## config.mk

```make
export PLATFORM = sky130hd
export DESIGN_NAME = gray_code_stream_conv
export DESIGN_NICKNAME = d
export VERILOG_FILES = /design/src/rtl/gray_code_stream_conv.sv
export SDC_FILE = /design/constraint.sdc
export NUM_CORES = 1
export LEC_CHECK = 0
export CORE_ASPECT_RATIO = 2
export CORE_UTILIZATION = 44
export CTS_CLUSTER_DIAMETER = 80
export DETAILED_ROUTE_END_ITERATION = 16
export MAX_ROUTING_LAYER = met4
export PLACE_DENSITY = 0.78
export SLEW_MARGIN = 10
export SYNTH_ARGS = -nofsm -noshare
export SYNTH_HDL_FRONTEND = slang
export SYNTH_SLANG_ARGS = --single-unit
```

## constraint.sdc

```tcl
create_clock -name clk -period 1.7 [get_ports clk]
set_clock_uncertainty 0.1 [all_clocks]
set_input_delay 0.51 -clock clk [delete_from_list [all_inputs] [get_ports clk]]
set_output_delay 0.51 -clock clk [all_outputs]
set_load 0.1 [all_outputs]
```

## src/rtl/gray_code_stream_conv.sv

```systemverilog
// Streaming Gray<->binary converter with valid/ready handshakes on both sides.
// Words are converted on entry and held in a 2-entry FIFO to absorb consumer backpressure.
module gray_code_stream_conv #(
  parameter int unsigned WIDTH = 4,
  parameter int unsigned CNT_W = 16
) (
  input  logic             clk,
  input  logic             rst_n,
  input  logic             in_valid,
  output logic             in_ready,
  input  logic             in_mode,
  input  logic [WIDTH-1:0] in_data,
  output logic             out_valid,
  input  logic             out_ready,
  output logic [WIDTH-1:0] out_data,
  output logic             out_mode,
  output logic [CNT_W-1:0] xfer_cnt
);

  localparam int unsigned Depth = 2;

  // Each entry is {mode, converted data}
  logic [WIDTH:0]       mem_q [Depth];
  logic                 rd_ptr_q, rd_ptr_d;
  logic                 wr_ptr_q, wr_ptr_d;
  logic [1:0]           count_q, count_d;
  logic [CNT_W-1:0]     xfer_cnt_q, xfer_cnt_d;

  logic                 push;
  logic                 pop;
  logic [WIDTH-1:0]     g2b;
  logic [WIDTH-1:0]     b2g;
  logic [WIDTH-1:0]     conv_data;
  logic [WIDTH:0]       head;

  // Each binary bit is the parity of all Gray bits at or above it.
  always_comb begin
    g2b = '0;
    for (int unsigned i = 0; i < WIDTH; i++) begin
      g2b[i] = ^(in_data >> i);
    end
  end

  assign b2g       = in_data ^ (in_data >> 1);
  assign conv_data = in_mode ? b2g : g2b;

  // in_ready depends only on rst_n and occupancy, never on out_ready.
  assign in_ready  = rst_n && (count_q != 2'd2);
  assign out_valid = (count_q != 2'd0);
  assign push      = in_valid && in_ready;
  assign pop       = out_valid && out_ready;

  always_comb begin
    rd_ptr_d   = rd_ptr_q;
    wr_ptr_d   = wr_ptr_q;
    count_d    = count_q;
    xfer_cnt_d = xfer_cnt_q;
    if (push) begin
      wr_ptr_d = ~wr_ptr_q;
    end
    if (pop) begin
      rd_ptr_d   = ~rd_ptr_q;
      xfer_cnt_d = xfer_cnt_q + CNT_W'(1);
    end
    unique case ({push, pop})
      2'b10:   count_d = count_q + 2'd1;
      2'b01:   count_d = count_q - 2'd1;
      default: count_d = count_q;
    endcase
  end

  always_ff @(posedge clk) begin
    if (!rst_n) begin
      rd_ptr_q   <= 1'b0;
      wr_ptr_q   <= 1'b0;
      count_q    <= 2'd0;
      xfer_cnt_q <= '0;
    end else begin
      rd_ptr_q   <= rd_ptr_d;
      wr_ptr_q   <= wr_ptr_d;
      count_q    <= count_d;
      xfer_cnt_q <= xfer_cnt_d;
    end
  end

  // Storage is written only on a qualified push, so idle-bus X never enters state.
  always_ff @(posedge clk) begin
    if (push) begin
      mem_q[wr_ptr_q] <= {in_mode, conv_data};
    end
  end

  // Head is forced to zero when empty, hiding stale or uninitialised storage.
  assign head     = (count_q != 2'd0) ? mem_q[rd_ptr_q] : '0;
  assign out_data = head[WIDTH-1:0];
  assign out_mode = head[WIDTH];
  assign xfer_cnt = xfer_cnt_q;

endmodule
```

==> summary.md <==
| Metric | Value |
|---|---|
| DRT Pass-1 Iters | 4 |
| Site Rows | 28 |
| Top Ports | 32 |
| Clk pin slew, worst setup/hold paths | 0.07 ns |
| Outcome | finished with violations |
| Placed cell area | 2300 sq um |
| Slowest cell delay on critical path | 0.35 ns |
| Die height | 81.8 um |
| Worst Path Max Fanout | 6 |
| Setup ws final | -0.188 ns |
| Static leakage | 0.983 nW |
| Setup crit end kind | output port |
| Sequential cell area fraction in the yosys report | 51.5% |
| Longest Clk Path Bufs | 2 |
| Drt wl/cell | 20.1 um |
| Buf+Inv Stages, Crit Path | 4 |
| Int Pwr | 0.00211 W |
| Final Power | 0.00363 W |
| Synth async-reset ratio | 0% |
| Filler cells | 123 |
| Core area | 2980 sq um |
| Reg2reg path depth | 5 |
| Clock latency on the worst-skew pair | 0.29 ns |
| Clock power share | 20.9% |
| Slew Viols, Final | 0 |
| Max VDD drop | 1.05 mV |
| Seq cells post-synth | 31 |
| Multi-input gate area | 798 sq um |
| First-pass GRT wire length | 6.68 mm |
| H-tree levels | 2 |
| IO buf count | 31 |
| Worst path cell trace | buf_6, nor2_4, buf_12, clkinvlp_4, buf_12 |
| Final Hold Vio Count | 0 |
| WP depth | 5 |
| Vias in the first global route | 1393 |
| Crit Path Class | reg2out |
| Cell area after layout | 2610 sq um |
| CTS Buf Count | 5 |
| GRT Util Overall | 28.0% |
| Mapped Area | 1400 sq um |
| Sequential power share | 26.5% |
| Syn_nets | 153 |
| Mean post-synth cell area | 9.86 sq um |
| Failing checks | negative setup slack |
| Antenna Cells | 0 |
| Net Sw Power | 0.00152 W |
| Global route overflow | 0 |
| Unique masters post-synth | 30 |
| Initial antenna violation count | 0 |
| Nets | 224 |
| Crit path DAT | 1.28 ns |
| Final Wtd Congestion | 0.838 |
| DRC viols | 0 |
| Die area | 3430 sq um |
| Pin count of the biggest net entering global routing | 21 |
| CTS root buf | clkbuf_8 |
| Tcrit/Tclk final | 111% |
| Starting Density | 47.0% |
| Gate Count Post-Synth | 142 |
| Unrepaired setup endpoints after global routing | true |
| CP delay by family, top | buffers and inverters |
| Cells after DPL | 224 |
| Hold-fix buffers at CTS | 0 |
| Max-cap violations | 0 |
| Finished Core Util | 87.7% |
| # clock sinks | 31 |
| Most used cell, CP | buf_12 |
| Reg area | 785 sq um |
| Layout area overhead | 86.6% |
| Final std cells w/o fill | 244 |
| DRT iter0 DRCs | 31 |
| Crit path required time | 1.09 ns |
| Power Density | 1390 nW/um^2 |
| Yosys warns | 0 |
| Minimum clock period | 1.89 ns |
| DR vias/cell | 5.79 |
| Setup Viol. Count Final | 10 |
| Antenna Nets Post-Route | 0 |
| Placed wire-length estimate | 2.99 mm |
| Power share of the combinational group | 52.6% |
| Number of enable flip-flop cells after synthesis | 10 |
| Die Width | 41.9 um |
| Routed via count | 1412 |
| Worst path slowest cell | dfxtp_4 |
| Wirelength, routed | 4.90 mm |
| Critical Path Source Type | register |
| Fmax achieved | 530 MHz |
| R2R Setup Slk | -0.14 ns |
| Least-Margin Pin Slew | 0.351 ns |
| Relative slew slack | 76.5% |
| Share of layout cells above drive strength 1 | 52.3% |
| Hold crit path type | reg2reg |
| CTS tree | done |
| Ys flop type | dfxtp_1 |
| Hold depth | 2 |
| Switching Share | 41.8% |
==> worst paths after layout <==
path / endpoint / startpoint
worst max-delay path: out_valid / count_q[1]
worst min-delay path: xfer_cnt[1] / xfer_cnt[1]
worst max register to register: xfer_cnt[13] / count_q[1]
worst min register to register: xfer_cnt[1] / xfer_cnt[1]
==> logic make-up (layout without fill, tap and decap cells) <==
family                     count (synthesis)  after routing  synth area share, %
DFF                                       31             31                 51.5
AOI/OAI and AO/OA                         17             17                 7.60
and+or+nand+nor                           57             57                 20.2
adders and majority gates                  2              2                 1.79
muxes                                      6              6                 4.29
buffers and inverters                     10             82                 2.77
xor gates and xnor gates                  19             19                 11.9
==> sequential cells by signal, summed over array words and instances (netlist names), named ones only <==
register and flops:
xfer_cnt 16, mem_q 10, count_q 2, rd_ptr_q 1, wr_ptr_q 1
==> stage by stage <==
stage	TNS [ns]	hold slack (ns)	worst slack [ns]
after floorplan	-1.03	0.381	-0.152
after global placement	-7.53	0.394	-0.529
after detailed placement	-8.92	0.413	-0.593
after CTS	-1.11	0.424	-0.175
after global routing	-1.75	0.472	-0.215
final	-1.20	0.426	-0.188
==> layout by cell type (no fill, tap or decap), types with 2 or more instances in the layout <==
cell type and count:
or3_1 3, or3_4 2, nor2_1 19, a21oi_1 4, nor2_4 6, dfxtp_1 4, edfxtp_1 10, nand3_1 6
clkdlybuf4s50_1 5, o21ai_0 5, clkbuf_8 6, dfxtp_4 17, a21oi_2 2, nor3_1 3, buf_6 2, buf_12 25
o211ai_1 2, xnor2_1 13, inv_1 4, nand2_1 6, nand4_1 2, nand2b_1 2, mux2i_4 2, mux2i_2 3
or4_4 2, xor2_1 6, buf_4 33, dlygate4sd2_1 2
==> Yosys cell counts (2+ instances only) <==
master    instances  area [sq um]
nand2b_1          2          12.5
nor3_1            3          15.0
nand3_1           7          35.0
edfxtp_1         10           300
inv_1             6          22.5
a21oi_1           6          30.0
clkbuf_1          3          11.3
dfxtp_1          21           420
or3_1             5          31.3
o211ai_1          2          15.0
nand2_1           6          22.5
nand4_1           2          12.5
ha_1              2          25.0
xor2_1            6          52.6
o21ai_0           5          25.0
xnor2_1          13           114
mux2i_1           6          60.1
nor2_1           25          93.8
==> metal layers <==
| metal | global-route usage (%) | vias up | part of all wire, % |
|---|---|---|---|
| met2 | 53.8 | 66 | 57 |
| met5 | - | - | 0 |
| met4 | 21.0 | 0 | 6.2 |
| met1 | 22.3 | 688 | 32 |
| li1 | - | 632 | - |
| met3 | 5.49 | 26 | 4.4 |
==> repair_timing <==
action                                  4_1_cts  5_1_grt
endpoints found under the setup margin       16       11
hold endpoints to repair                      0        0
setup buffers                                 3        9
gates resized for setup                      23        6
pin swaps                                     7        5
==> worst min-delay path: cells and delay by family (launching register included) <==
kind	cells	cell delay, ns
flops	1	0.37
compound gates	1	0.06
simple gates	1	0.06
==> area by class of cell <==
| class | count | share of cell area (%) |
|---|---|---|
| timing repair buffer | 68 | 32.5 |
| sequential | 31 | 30.0 |
| multi-input combinational | 101 | 30.6 |
| clock buffer | 6 | 3.16 |
| clock inverter | 2 | 1.34 |
| inverter | 6 | 1.01 |
| tap | 30 | 1.44 |
==> power groups by stage <==
stage | combinational (W) | sequential [W] | clock (W)
final | 0.00191 | 0.000963 | 0.000758
after global routing | 0.00197 | 0.000971 | 0.000799
after CTS | 0.00183 | 0.000951 | 0.000776
after detailed placement | 0.00174 | 0.000944 | 0
after global placement | 0.00169 | 0.000936 | 0
after floorplan | 0.00102 | 0.000968 | 0
Note: power is estimated with default switching activity, not from simulation.
